===== src/rtl/core_ctrl_pkg.sv =====
// rtl/core_ctrl_pkg.sv - shared state encoding and constants for the core run controller
package core_ctrl_pkg;

  typedef enum logic [2:0] {
    S_IDLE = 3'd0,
    S_LOAD = 3'd1,
    S_CRST = 3'd2,
    S_RUN  = 3'd3,
    S_HALT = 3'd4
  } run_state_e;

  localparam logic [31:0] HALT_INSTR  = 32'h0000_0073;
  localparam int          CRST_CYCLES = 2;

endpackage


===== src/rtl/imem_loader.sv =====
// rtl/imem_loader.sv - program stream handshake and registered imem write port
module imem_loader #(
  parameter int XLEN   = 32,
  parameter int ADDR_W = 6
) (
  input  logic              clk_i,
  input  logic              rst_ni,
  input  logic              load_start_i,
  input  logic              ld_valid_i,
  input  logic [XLEN-1:0]   ld_data_i,
  input  logic              ld_last_i,
  output logic              ld_ready_o,
  output logic              imem_we_o,
  output logic [ADDR_W-1:0] imem_addr_o,
  output logic [XLEN-1:0]   imem_wdata_o,
  output logic [ADDR_W:0]   load_len_o,
  output logic              load_done_o
);

  logic              ld_ready_q;
  logic              imem_we_q;
  logic [ADDR_W-1:0] imem_addr_q;
  logic [XLEN-1:0]   imem_wdata_q;
  logic [ADDR_W-1:0] wr_ptr_q;
  logic [ADDR_W:0]   load_len_q;
  logic              accept;
  logic              final_word;

  assign accept     = ld_valid_i & ld_ready_q;
  // the top address ends the load even without ld_last so the pointer can never wrap
  assign final_word = ld_last_i | (&wr_ptr_q);

  always_ff @(posedge clk_i) begin
    if (!rst_ni) begin
      ld_ready_q   <= 1'b0;
      imem_we_q    <= 1'b0;
      imem_addr_q  <= '0;
      imem_wdata_q <= '0;
      wr_ptr_q     <= '0;
      load_len_q   <= '0;
    end else begin
      imem_we_q <= 1'b0;
      if (load_start_i) begin
        ld_ready_q <= 1'b1;
        wr_ptr_q   <= '0;
      end else if (accept) begin
        imem_we_q    <= 1'b1;
        imem_addr_q  <= wr_ptr_q;
        imem_wdata_q <= ld_data_i;
        wr_ptr_q     <= wr_ptr_q + 1'b1;
        if (final_word) begin
          ld_ready_q <= 1'b0;
          load_len_q <= {1'b0, wr_ptr_q} + 1'b1;
        end
      end
    end
  end

  assign ld_ready_o   = ld_ready_q;
  assign imem_we_o    = imem_we_q;
  assign imem_addr_o  = imem_addr_q;
  assign imem_wdata_o = imem_wdata_q;
  assign load_len_o   = load_len_q;
  assign load_done_o  = accept & final_word;

endmodule


===== src/rtl/core_run_ctrl.sv =====
// rtl/core_run_ctrl.sv - loads a program, sequences core reset and gates core execution
module core_run_ctrl
  import core_ctrl_pkg::*;
#(
  parameter int              XLEN       = 32,
  parameter int              ADDR_W     = 6,
  parameter int              CNT_W      = 16,
  parameter int              MAX_CYCLES = 1024,
  parameter logic [XLEN-1:0] HALT_INSTR = core_ctrl_pkg::HALT_INSTR
) (
  input  logic              CLK,
  input  logic              rst,
  input  logic              start,
  input  logic              reload,
  input  logic              step_mode,
  input  logic              step,
  input  logic              ld_valid,
  output logic              ld_ready,
  input  logic [XLEN-1:0]   ld_data,
  input  logic              ld_last,
  output logic              imem_we,
  output logic [ADDR_W-1:0] imem_addr,
  output logic [XLEN-1:0]   imem_wdata,
  input  logic [XLEN-1:0]   core_instr,
  output logic              core_rst,
  output logic              core_en,
  output logic              busy,
  output logic              done,
  output logic              timeout,
  output logic [ADDR_W:0]   load_len,
  output logic [CNT_W-1:0]  cycle_cnt
);

  localparam logic [CNT_W-1:0] MAX_CNT  = CNT_W'(MAX_CYCLES);
  localparam logic [1:0]       CRST_END = 2'(CRST_CYCLES - 1);

  run_state_e       state_q;
  logic             core_rst_q;
  logic             busy_q;
  logic             done_q;
  logic             timeout_q;
  logic [CNT_W-1:0] cycle_cnt_q;
  logic [1:0]       crst_cnt_q;

  logic idle_like;
  logic load_start;
  logic load_done;
  logic en_req;
  logic is_halt_instr;
  logic at_budget;
  logic core_en_w;

  assign idle_like     = (state_q == S_IDLE) || (state_q == S_HALT);
  assign load_start    = idle_like & start & reload;
  assign en_req        = step_mode ? step : 1'b1;
  assign is_halt_instr = (core_instr == HALT_INSTR);
  assign at_budget     = (cycle_cnt_q == MAX_CNT);
  // the halt opcode itself is never executed, and the budget caps cycle_cnt
  assign core_en_w     = (state_q == S_RUN) & en_req & ~is_halt_instr & ~at_budget;

  imem_loader #(
    .XLEN  (XLEN),
    .ADDR_W(ADDR_W)
  ) u_loader (
    .clk_i       (CLK),
    .rst_ni      (rst),
    .load_start_i(load_start),
    .ld_valid_i  (ld_valid),
    .ld_data_i   (ld_data),
    .ld_last_i   (ld_last),
    .ld_ready_o  (ld_ready),
    .imem_we_o   (imem_we),
    .imem_addr_o (imem_addr),
    .imem_wdata_o(imem_wdata),
    .load_len_o  (load_len),
    .load_done_o (load_done)
  );

  always_ff @(posedge CLK) begin
    if (!rst) begin
      state_q     <= S_IDLE;
      core_rst_q  <= 1'b1;
      busy_q      <= 1'b0;
      done_q      <= 1'b0;
      timeout_q   <= 1'b0;
      cycle_cnt_q <= '0;
      crst_cnt_q  <= '0;
    end else begin
      if (core_en_w) cycle_cnt_q <= cycle_cnt_q + 1'b1;
      case (state_q)
        S_IDLE, S_HALT: begin
          if (start) begin
            state_q     <= reload ? S_LOAD : S_CRST;
            busy_q      <= 1'b1;
            done_q      <= 1'b0;
            timeout_q   <= 1'b0;
            cycle_cnt_q <= '0;
            crst_cnt_q  <= '0;
          end
        end
        S_LOAD: begin
          if (load_done) begin
            state_q    <= S_CRST;
            crst_cnt_q <= '0;
          end
        end
        S_CRST: begin
          cycle_cnt_q <= '0;
          if (crst_cnt_q == CRST_END) begin
            state_q    <= S_RUN;
            core_rst_q <= 1'b0;
          end else begin
            crst_cnt_q <= crst_cnt_q + 1'b1;
          end
        end
        S_RUN: begin
          if ((en_req & is_halt_instr) | at_budget) begin
            state_q    <= S_HALT;
            core_rst_q <= 1'b1;
            busy_q     <= 1'b0;
            done_q     <= 1'b1;
            timeout_q  <= ~(en_req & is_halt_instr);
          end
        end
        default: begin
          state_q    <= S_IDLE;
          core_rst_q <= 1'b1;
          busy_q     <= 1'b0;
        end
      endcase
    end
  end

  assign core_rst  = core_rst_q;
  assign core_en   = core_en_w;
  assign busy      = busy_q;
  assign done      = done_q;
  assign timeout   = timeout_q;
  assign cycle_cnt = cycle_cnt_q;

endmodule


===== config.mk =====
export PLATFORM = sky130hd
export DESIGN_NAME = core_run_ctrl
export DESIGN_NICKNAME = d
export VERILOG_FILES = /design/src/rtl/core_ctrl_pkg.sv /design/src/rtl/imem_loader.sv /design/src/rtl/core_run_ctrl.sv
export SDC_FILE = /design/constraint.sdc
export NUM_CORES = 1
export LEC_CHECK = 0
export BUFFER_PORTS_ARGS = -buffer_cell sky130_fd_sc_hd__clkbuf_2
export CAP_MARGIN = 20
export CORE_ASPECT_RATIO = 1.75
export CORE_MARGIN = 3
export CORE_UTILIZATION = 49
export DETAILED_ROUTE_END_ITERATION = 6
export PLACE_DENSITY = 0.8
export SYNTH_ARGS = -nofsm -noshare
export SYNTH_HDL_FRONTEND = slang
export SYNTH_SLANG_ARGS = --single-unit

===== constraint.sdc =====
create_clock -name CLK -period 2.59 [get_ports CLK]
set_clock_uncertainty 0.1 [all_clocks]
set_input_delay 0.259 -clock CLK [delete_from_list [all_inputs] [get_ports CLK]]
set_output_delay 0.259 -clock CLK [all_outputs]
set_load 0.02 [all_outputs]

==> After elaboration in Yosys (flattened, before gate mapping) <==
Index checks and enable logic that the tools add are counted.
{ "word_totals": {"out_inout_bits": 68, "regBits": 78, "wordCells": 93, "in_bits": 72} }
{ "op_classes": {"n_eq_ne": 12, "n_reduce_logical": 19, "n_bitwise": 17, "addsub": 4, "muxes": 28} }
{ "ops": {"columns": ["op", "n"], "rows": [
  ["32-bit by 7-bit equality test with 1-bit output, second input constant", 1],
  ["16-bit 2-to-1 mux", 2],
  ["16-bit one-hot mux with 2 select lines", 1],
  ["16-bit by 1-bit adder with 16-bit output, second input constant", 1],
  ["16-bit by 11-bit equality test with 1-bit output, second input constant", 1],
  ["3-bit 2-to-1 mux", 4],
  ["3-bit one-hot mux with 4 select lines", 1],
  ["3-bit AND reduction", 4],
  ["1-bit 2-to-1 mux", 11],
  ["1-bit AND", 8],
  ["2-bit 2-to-1 mux", 4],
  ["2-bit != test, second input constant", 4],
  ["4-bit AND reduction", 2],
  ["6-bit by 1-bit adder with 7-bit output, second input constant", 1],
  ["1-bit inverter", 7],
  ["6-bit by 1-bit adder with 6-bit output, second input constant", 1],
  ["3-bit by 2-bit equality test with 1-bit output, second input constant", 2],
  ["1-bit one-hot mux with 3 select lines", 2],
  ["2-bit one-hot mux with 3 select lines", 1],
  ["6-bit AND reduction", 1],
  ["2-bit nonzero test", 3],
  ["2-bit OR reduction", 3],
  ["1-bit one-hot mux with 2 select lines", 2],
  ["2-bit AND reduction", 2],
  ["other kinds (10)", 11]
]} }

==> Depth between registers and ports, before layout <==
Gate-level depths: netlist (run 1).
{ "logic_depth": {"ltp_word": 7, "ltp_mapped": 9, "mapped_depth_nobuf": 8} }

==> Cells and area by module <==
From an unflattened synthesis (run 1), not the netlist that was laid out.
{ "hier_totals": {"hier_cells": 414, "area_unflattened_um2": 3572.2} }
{ "by_module_without_submodules": {"columns": ["mod", "area_per_inst_um2", "cells_each", "instances"], "rows": [
  ["imem_loader", 2062.0, 236, 1],
  ["core_run_ctrl", 1510.2, 178, 1]
]} }

==> Least setup slack after synthesis (run 1) <==
Ideal clock, no wire load.
{ "synth_path": {"path_type": "flip-flop to flip-flop", "start": "reg cycle_cnt_q[1], in the netlist cycle_cnt[1]", "end": "reg cycle_cnt_q[15], in the netlist cycle_cnt[15]", "n_path_buf": 1, "setup_time_ps": 71, "required_ps": 2419, "arrival_time_ps": 1930, "path_stages_with_launch": 9, "path_slack_ps": 489, "path_cell_list": "dfxtp_1 > clkinv_1 > ha_1 > nor4b_1 > nand4_2 > o211ai_2 > buf_4 > or4_1 > a21oi_1"} }
{ "synth_between": {"elab_chain_len": 6, "word_cells_on_any_way": 7} }
{ "synth_rtl": {"columns": ["item", "line_no", "text"], "rows": [
  ["start, declared", "core_run_ctrl.sv:42", "logic [CNT_W-1:0] cycle_cnt_q;"],
  ["start signal, assigned", "core_run_ctrl.sv:89", "if (core_en_w) cycle_cnt_q <= cycle_cnt_q + 1'b1;"],
  ["parallel branches: the longest is 3 deep, another holds 16-bit by 1-bit adder with 16-bit output", null, null],
  ["16-bit 2-to-1 mux (*)", "core_run_ctrl.sv:89", null],
  ["16-bit 2-to-1 mux", "core_run_ctrl.sv:92", "if (start) begin"],
  ["16-bit one-hot mux with 2 select lines (*)", "core_run_ctrl.sv:90", "case (state_q)"]
]} }
Every way passes the cells marked *.
A chain may end at the register's enable or synchronous reset.

==> Final worst setup path (run 1) <==
{ "layout_path": {"start": "reg cycle_cnt_q[10], in the netlist cycle_cnt[10]", "end": "out core_en"} }
{ "layout_between": {"elab_chain_len": 3} }
{ "layout_rtl": {"columns": ["item", "line_no", "text"], "rows": [
  ["16-bit by 11-bit equality test with 1-bit output", "core_run_ctrl.sv:57", "assign at_budget = (cycle_cnt_q == MAX_CNT);"],
  ["1-bit inverter", "core_run_ctrl.sv:59", "assign core_en_w = (state_q == S_RUN) & en_req & ~is_halt_instr & ~at_budget;"],
  ["1-bit AND", "core_run_ctrl.sv:59", null],
  ["end, declared", "core_run_ctrl.sv:26", "output logic core_en,"]
]} }
No other way between the ends.

==> results.md, run 1 <==
* Fraction of registers with async set or reset after synthesis at 0%
* Clock tree sinks at 78
* Post-synthesis cell area at 3602 µm²
* Core area at 7007 µm²
* Die footprint at 8457 µm²
* Top_reg_cell synth: dfxtp_1
* RSZ-0062 raised after global routing: false
* PortBufs at 139
* DIE HEIGHT at 119.4 µm
* Max H-tree Level at 3
* Critical Path AT at 2.07 ns
* Worst-path fanout max at 10
* Highest Clock Rate at 0.4117 GHz
* Largest family of logic cells by synthesized area: simple AND/OR/NAND/NOR gates
* Detailed Route WL at 8.690 mm
* Cell taking the most area after synthesis: dfxtp_1
* Final Hold Fails at 0
* Xor-xnor portion of the synthesized cell area at 3.404%
* Reg clk slew, reported paths at 0.06 ns
* Cts hold-fix bufs at 0
* Post-synth EDFFs at 0
* CP Cell Sequence: nor4b_1, nand4_2, o211ai_4, inv_2, clkbuf_2
* Synth Warn # at 0
* Vias per cell at 5.334
* Final period utilization at 93.79%
* Peak supply drop at 0.4794 mV
* GPL Wtd Cong at 0.8295
* CP startpoint: cycle_cnt[10]
* Post-Synth Adder-Cell Area at 1.389%
* Post-route DRC violation count at 0
* CTS tree: yes
* Skew-Pair Late Insertion Delay at 0.33 ns
* Critical path capture point type: primary output
* Max Cap Viol at 0
* Synthesized area per cell at 8.872 µm²
* Min-delay src: ld_data[0]
* Detailed placement HPWL at 6.379 mm
* Layout area overhead at 29.00%
* Slew headroom at 64.19%
* Clock Path Buffers at 2
* RR Startpoint: state_q[0]
* Tot Pwr at 3.200 mW
* Chip Width at 70.82 µm
* Via count at 3350
* Root buffer cell: clkbuf_16
* Post-Synth Simple-Gate Area at 28.79%
* Hold crit path type: in2reg
* Crit path max-delay family: simple AND/OR/NAND/NOR gates
* Drt initial violations at 173
* CP Launch Type: flop
* Worst slack, placed at 0.3108 ns
* Antenna violations before repair at 0
* Top cells by area, synth: dfxtp_1, nand2_1, a21boi_1
* Antenna-violating nets left at 0
* Seq/Total Area, Yosys at 43.35%
* Pwr per Cell Area at 688.6 nW/µm²
* Routed len/inst at 13.84 µm
* Final-stage net count at 615
* Slew @ Worst Pin at 0.5298 ns
* Post-CTS sizing at 0
* # Post-CTS Setup Buffers at 0
* Fin crit period at 2.429 ns
* Cells after synthesis at 406
* Row count at 40
* First-pass GRT wire length at 14.68 mm
* Fin util at 66.32%
* Area post-placement at 4334 µm²
* Count of final setup violators at 0
* Yosys cell types at 54
* Area share of the largest cell type after synthesis at 43.35%
* Num CTS Buffers at 9
* Synthesized flop and latch total at 78
* Total gr overflow at 0
* Multiplexer area fraction after synthesis at 1.146%
* Number of diodes at 0
* PnR worst setup slack at 0.1609 ns
* Global Route Usage Sum at 21.15%
* Post-synthesis compound-gate area fraction at 18.03%
* Crit-path slowest cell: nor4b_1
* Final cell count without fillers at 628
* Critical path type: reg2out
* Design area at 4647 µm²
* Setup_tns at 0 ns
* Worst EP required at 2.23 ns
* Pre-Repair DR Iteration Count at 5
* Status: completed
* Final slew viol count at 0
* Largest net degree at the start of global routing at 60
* CP bufs+invs at 2
* Vias in the first global route at 3305
* Syn_nets at 482
* Critical Path Max Stage Delay at 0.48 ns
* Effective utilization at floorplan at 51.41%
* Placed cells at 611
* Layout cell share with drive strength beyond 1 at 32.90%
* P_leak at 2.012 nW
* I/O pin cnt at 140
* Final Hold Slack at 0.04711 ns
==> where the power goes <==
| part | total [mW] | switching (mW) | internal, mW |
|---|---|---|---|
| clock | 1.22 | 0.472 | 0.744 |
| combinational | 0.629 | 0.388 | 0.241 |
| sequential | 1.36 | 0.0828 | 1.27 |
| total | 3.20 | 0.942 | 2.26 |
==> layout make-up <==
type	instances	area (µm²)
sequential	78	1562
clock inverter	6	62.56
multi-input combinational	299	1929
timing repair buffer	144	733.2
tap	84	105.1
fill	591	2360
inverter	7	26.28
clock buffer	10	229.0
==> Yosys cell counts (3+ instances only) <==
cell type,number
xnor2_1,6
dfxtp_1,78
nor2b_1,4
nor3_1,3
nand2_1,100
ha_1,4
nor2_1,22
o211ai_1,5
inv_1,5
mux2i_1,3
o31ai_1,5
or3_1,6
or4_1,6
and2_1,3
buf_4,4
nor4_4,5
a21boi_1,39
a21oi_1,16
buf_2,4
nand3_1,13
xor2_1,8
nand4_1,3
and3_1,4
o21ai_1,7
clkbuf_1,14
o211a_1,5
==> final timing paths <==
path	to	cells past startpoint	slack [ns]
setup reg to reg	cycle_cnt[11]	5	0.40
setup / recovery	core_en	5	0.16
hold reg to reg	u_loader.imem_wdata_o[7]	2	0.35
hold / removal	u_loader.imem_wdata_o[0]	3	0.05
==> state kept, by name, indices dropped and copies added, names as in the netlist <==
name and flops:
busy 1, core_rst 1, crst_cnt_q 2, cycle_cnt 16, done 1, state_q 3
timeout 1, u_loader.imem_addr_o 6, u_loader.imem_wdata_o 32, u_loader.imem_we_o 1, u_loader.ld_ready_o 1, u_loader.load_len_o 7
u_loader.wr_ptr_q 6
==> logic make-up (layout without fill, tap and decap cells) <==
logic type                 count (synthesis)  in the layout
adders and majority gates                  4              4
AOI/OAI and AO/OA                         88             89
DFF                                       78             78
xor gates and xnor gates                  14             14
and+or+nand+nor                          188            188
muxes                                      4              4
buffers and inverters                     30            167
==> worst min-delay path: cells and delay by family <==
kind / cells / cell delay (ns)
compound gates: 1 / 0.05
buf+inv: 1 / 0.08
simple gates: 1 / 0.04
==> layout by cell type, fill, tap and decap left out, types with 7 or more instances in the layout <==
master / n
nor2_1: 22
o21ai_1: 7
clkbuf_16: 9
dfxtp_1: 78
nand3_1: 13
a21oi_1: 16
xor2_1: 8
a21boi_1: 39
nand2_1: 100
clkbuf_2: 139
==> routing by layer <==
layer / wire, µm / GRT usage, %
met5: 0 / 0
met4: 153 / 9.647
met3: 630 / 6.588
met2: 4583 / 36.98
met1: 3323 / 22.75
No activity file was read; power rests on OpenSTA's default activity.
==> run 2: changes to the inputs <==
--- a/config.mk
+++ b/config.mk
@@ -14,4 +14,5 @@
 export PLACE_DENSITY = 0.8
 export SYNTH_ARGS = -nofsm -noshare
 export SYNTH_HDL_FRONTEND = slang
+export SYNTH_HIERARCHICAL = 1
 export SYNTH_SLANG_ARGS = --single-unit
==> run 2 against run 1 <==
Effect of this change:
- critical path depth rose by 2
- synthesized area is 0.83% lower
- largest cell class unchanged
- sequential share of layout area about the same
- via count rose by 2.2%
- critical endpoint unchanged
==> results.md, run 2 <==
* DIE HEIGHT at 119.0 µm
* Drt initial violations at 149
* Cts hold-fix bufs at 0
* Slew headroom at 56.10%
* Final slew viol count at 0
* Tot Pwr at 2.806 mW
* Peak supply drop at 0.4137 mV
* Chip Width at 70.55 µm
* Vias per cell at 5.335
* Min-delay src: ld_data[8]
* Clock tree sinks at 78
* P_leak at 1.951 nW
* Fraction of registers with async set or reset after synthesis at 0%
* Top_reg_cell synth: dfxtp_1
* Total gr overflow at 0
* Count of final setup violators at 0
* Area share of the largest cell type after synthesis at 43.71%
* Num CTS Buffers at 9
* Core area at 6957 µm²
* Setup_tns at 0 ns
* Fillers at 598
* Count leader, synth: nand2_1
* Post-synth EDFFs at 0
* Largest net degree at the start of global routing at 35
* PortBufs at 139
* Worst EP required at 2.23 ns
* RR Startpoint: state_q[1]
* CP Launch Type: flop
* Cell taking the most area after synthesis: dfxtp_1
* Layout area overhead at 29.91%
* Antenna violations before repair at 0
* Commonest non-fill, non-tap cell in the layout: clkbuf_2
* Synth top cells by count: nand2_1, dfxtp_1, a21boi_0
* Yosys cell types at 59
* Vias in the first global route at 3388
* Critical Path AT at 2.05 ns
* Synthesized flop and latch total at 78
* FF/Latch Area at 1562 µm²
* Synthesized area per cell at 8.628 µm²
* Effective utilization at floorplan at 51.35%
* Status: completed
* Global Route Usage Sum at 21.54%
* Max Cap Viol at 0
* Syn_nets at 490
* Skew-Pair Late Insertion Delay at 0.32 ns
* Critical path capture point type: primary output
* Detailed Route WL at 8.995 mm
* Slew @ Worst Pin at 0.6579 ns
* I/O pin cnt at 140
* Worst-path fanout max at 7
* GPL Wtd Cong at 0.8606
* Final Hold Fails at 0
* Pre-Repair DR Iteration Count at 4
* CP startpoint: cycle_cnt[0]
* Top cells by area, synth: dfxtp_1, nand2_1, a21boi_0
* Row count at 40
* Layout cell share with drive strength beyond 1 at 31.18%
* Max FFs per register at 32
* Highest Clock Rate at 0.4148 GHz
* Post-synthesis cell area at 3572 µm²
* Routed len/inst at 14.01 µm
* Via count at 3425
* RSZ-0062 raised after global routing: false
* Most frequent cells in the layout: clkbuf_2, nand2_1, dfxtp_1
* Reg clk slew, reported paths at 0.06 ns
* Cells after synthesis at 414
* Final period utilization at 93.07%
* Root buffer cell: clkbuf_16
* Seq/Total Area, Yosys at 43.71%
* Antenna-violating nets left at 0
* Detailed placement HPWL at 6.946 mm
* Clock Path Buffers at 2
* Number of diodes at 0
* Max H-tree Level at 3
* Die footprint at 8391 µm²
* CTS tree: yes
* Synth Warn # at 6
* First-pass GRT wire length at 14.80 mm
* Hold crit path type: in2reg
* Fin crit period at 2.411 ns
* Pwr per Cell Area at 604.6 nW/µm²
* Multi-input gate area at 1879 µm²
* Post-route DRC violation count at 0
* Critical path type: reg2out
* Final-stage net count at 629
-- run 2: cell types whose count changed after synthesis, sizes merged, moves of 3 or more --
cell / before / now
nor3b: 3 / 0
inv: 6 / 11
o211ai: 6 / 2
o21ai: 8 / 11
or4: 6 / 2
clkbuf: 14 / 7
nand2b: 0 / 10
nand3b: 1 / 4
mux2i: 3 / 8
or3: 7 / 2
-- run 2: area by class of cell --
type	instances	share of cell area (%)
timing repair buffer	146	16.39
inverter	11	0.8897
tap	84	2.265
multi-input combinational	307	40.50
clock buffer	11	5.015
clock inverter	5	1.294
sequential	78	33.65
-- run 2: worst paths after layout --
path,end,slack (ns),cells after the start
worst max-delay path,core_en,0.18,7
worst min-delay path,u_loader/imem_wdata_o[8],0.07,3
worst max register to register,u_loader/imem_wdata_o[4],0.34,6
worst min register to register,u_loader/imem_wdata_o[6],0.36,2
-- run 2: through the flow --
| step | util, % | cells | setup slack, ns | instance area, µm² | hold slack (ns) |
|---|---|---|---|---|---|
| 3_3_place_gp | 62.46 | 626 | 0.4315 | 4345 | 0.3474 |
| 2_1_floorplan | - | 414 | 0.6108 | 3572 | 0.2902 |
| 4_1_cts | 66.67 | 642 | 0.07132 | 4638 | 0.05592 |
| 5_1_grt | 66.71 | 642 | 0.04641 | 4641 | 0.05911 |
| 6_report | 66.71 | 642 | 0.1794 | 4641 | 0.06527 |
| 3_5_place_dp | 62.46 | 626 | 0.3722 | 4345 | 0.3556 |
-- run 2: cell families after synthesis --
group                      count (synthesis)  share of synthesized area [%]
buffers and inverters                     29                          3.818
muxes                                      8                          2.242
xor gates and xnor gates                  12                          2.942
and+or+nand+nor                          193                          27.53
adders and majority gates                  4                          1.401
DFF                                       78                          43.71
AOI/OAI and AO/OA                         90                          18.35
-- run 2: power by group --
group          total, mW  internal, mW  switching, mW
Combinational      0.330         0.141          0.189
Clock               1.22         0.746          0.469
Sequential          1.26          1.23         0.0289
Total               2.81          2.12          0.688
-- run 2: timing repair --
action                     4_1_cts  5_1_grt
setup buffers                    0        0
gates resized for setup          0        1
setup endpoints to repair        0        1
-- run 2: metal layers --
metal  wire length, µm  vias up  track usage, %
met5                 0        -               0
met4                82        0           6.824
met3               611        8           5.321
met2              5025      130           42.61
met1              3276     1567           21.06
li1                  -     1720               -
-- run 2: critical path, cell delays in order (launching register included) --
cell and delay, ns:
dfxtp_1 0.34, inv_1 0.15, ha_1 0.20, nor4b_1 0.25
nand4_1 0.31, nand2_2 0.22, nor2_1 0.09, clkbuf_2 0.17
==> run 3: changes to the inputs <==
--- a/config.mk
+++ b/config.mk
@@ -11,7 +11,7 @@
 export CORE_MARGIN = 3
 export CORE_UTILIZATION = 49
 export DETAILED_ROUTE_END_ITERATION = 6
-export PLACE_DENSITY = 0.8
+export PLACE_DENSITY = 0.77
 export SYNTH_ARGS = -nofsm -noshare
 export SYNTH_HDL_FRONTEND = slang
 export SYNTH_HIERARCHICAL = 1
==> run 3 against run 2 <==
Effect of this change:
- core utilization down 0.31 points
- critical path depth unchanged
- first-iteration DRC count down 2.0%
- via count down 0.41%
- sequential power about the same
- hold slack worse by 0.011 ns
- register-to-register slack better by 0.06 ns
- worst setup slack better by 0.11 ns
- routed wire length down 2.0%
- combinational power down 3%
- clock-buffer cell count up 1
- critical endpoint unchanged
- largest power group unchanged
==> results.md, run 3 (synthesis results as in run 2) <==
* Status: completed
* CP Cell Sequence: inv_1, ha_1, nor4b_1, nand4_1, nand2_1, nor2_1, clkbuf_2
* Count of final setup violators at 0
* Most frequent cells in the layout: clkbuf_2, nand2_1, dfxtp_1
* Critical path type: reg2out
* Peak supply drop at 0.3399 mV
* DIE HEIGHT at 119.0 µm
* Cts hold-fix bufs at 0
* CTS tree: yes
* Number of diodes at 0
* GR Util met3 at 5.997%
* Final slew viol count at 0
* Setup_tns at 0 ns
* Commonest non-fill, non-tap cell in the layout: clkbuf_2
* Min-delay src: ld_data[10]
* FF/Latch Area at 1562 µm²
* Max FFs per register at 32
* Detailed Route WL at 8.814 mm
* Worst-path fanout max at 7
* Drt initial violations at 146
* Clock Path Buffers at 2
* Routed len/inst at 13.77 µm
* # Post-CTS Setup Buffers at 0
* First-pass GRT wire length at 14.70 mm
* Met2 usage at 39.32%
* Slew @ Worst Pin at 0.6019 ns
* Final-stage net count at 627
* Highest Clock Rate at 0.4347 GHz
* Fillers at 617
* Vias in the first global route at 3298
* Final Hold Slack at 0.05475 ns
* Crit-path slowest cell: dfxtp_1
* Skew-Pair Late Insertion Delay at 0.33 ns
* Critical Path AT at 1.94 ns
* I/O pin cnt at 140
* Total gr overflow at 0
* Final period utilization at 88.82%
* Worst EP required at 2.23 ns
* GPL Wtd Cong at 0.8478
* Vias per cell at 5.330
* P_leak at 1.964 nW
* Final Hold Fails at 0
* Global route hottest layer: met2
* Max H-tree Level at 3
* RR Startpoint: state_q[1]
* Multi-input gate area at 1877 µm²
* PortBufs at 139
* Root buffer cell: clkbuf_16
* Largest net degree at the start of global routing at 54
* Crit path max-delay family: simple AND/OR/NAND/NOR gates
* Layout area overhead at 29.32%
* Post-route DRC violation count at 0
* CP startpoint: cycle_cnt[0]
* Post-CTS sizing at 0
* Via count at 3411
* Layout cell share with drive strength beyond 1 at 30.94%
* Slew headroom at 59.66%
* Hold crit path type: in2reg
* Global Route Usage Sum at 21.53%
* Pwr per Cell Area at 614.1 nW/µm²
* Antenna violations before repair at 0
* Design area at 4619 µm²
* Critical Path Max Stage Delay at 0.35 ns
* Core area at 6957 µm²
* Max Cap Viol at 0
* Effective utilization at floorplan at 51.35%
* RSZ-0062 raised after global routing: false
* Num CTS Buffers at 9
* Grt met1 use at 22.46%
* CP bufs+invs at 2
* Fin crit period at 2.300 ns
* Detailed placement HPWL at 6.627 mm
* Placed cells at 624
* Pre-Repair DR Iteration Count at 4
* Antenna-violating nets left at 0
* Die footprint at 8391 µm²
* Reg clk slew, reported paths at 0.06 ns
* Final cell count without fillers at 640
* Critical path capture point type: primary output
* Clock tree sinks at 78
* CP Launch Type: flop
* Area post-placement at 4318 µm²
* Chip Width at 70.55 µm
* Row count at 40
run 3: cell types whose count changed in the layout (fill, tap and decap cells not counted), sizes merged:
cell      change
clkbuf        +1
clkinvlp      -4
buf           -2
clkinv        +3
run 3: tightest hold or removal path, cell delays in order:
cell and delay, ns:
clkbuf_2 0.08, nand2_1 0.04, a21boi_0 0.06
run 3: layout make-up:
cell class              count  area share, %
flip-flops and latches     78          33.80
repair buffers            144          15.87
inverters                  11         0.8938
multi-input cells         307          40.63
clock inverters             4         0.9751
clock buffers              12          5.553
well taps                  84          2.275
run 3: metal layers:
metal	up-vias	wire (µm)
met2	112	4695
met3	18	590
met5	-	0
met1	1566	3343
met4	0	185
li1	1715	-
run 3: path summary, 6_finish.rpt:
| check | to | cells past startpoint | slack, ns |
|---|---|---|---|
| worst max-delay path | core_en | 7 | 0.29 |
| worst min-delay path | u_loader/imem_wdata_o[10] | 3 | 0.05 |
| worst max register to register | cycle_cnt[11] | 5 | 0.40 |
| worst min register to register | busy | 1 | 0.36 |
run 3: per-stage QoR:
stage               setup slack (ns)  util, %  power (mW)
floorplan                     0.6108        -       1.490
global placement              0.4948    62.07       1.598
detailed placement            0.4479    62.07       1.607
CTS                           0.2788    66.40       2.863
global route                  0.1618    66.40       2.954
finish                        0.2895    66.40       2.837
run 3: power by group:
| group | leakage (nW) | switching (mW) | internal, mW |
|---|---|---|---|
| logic | 1.18 | 0.186 | 0.135 |
| registers | 0.630 | 0.0282 | 1.23 |
| clock network | 0.152 | 0.463 | 0.793 |
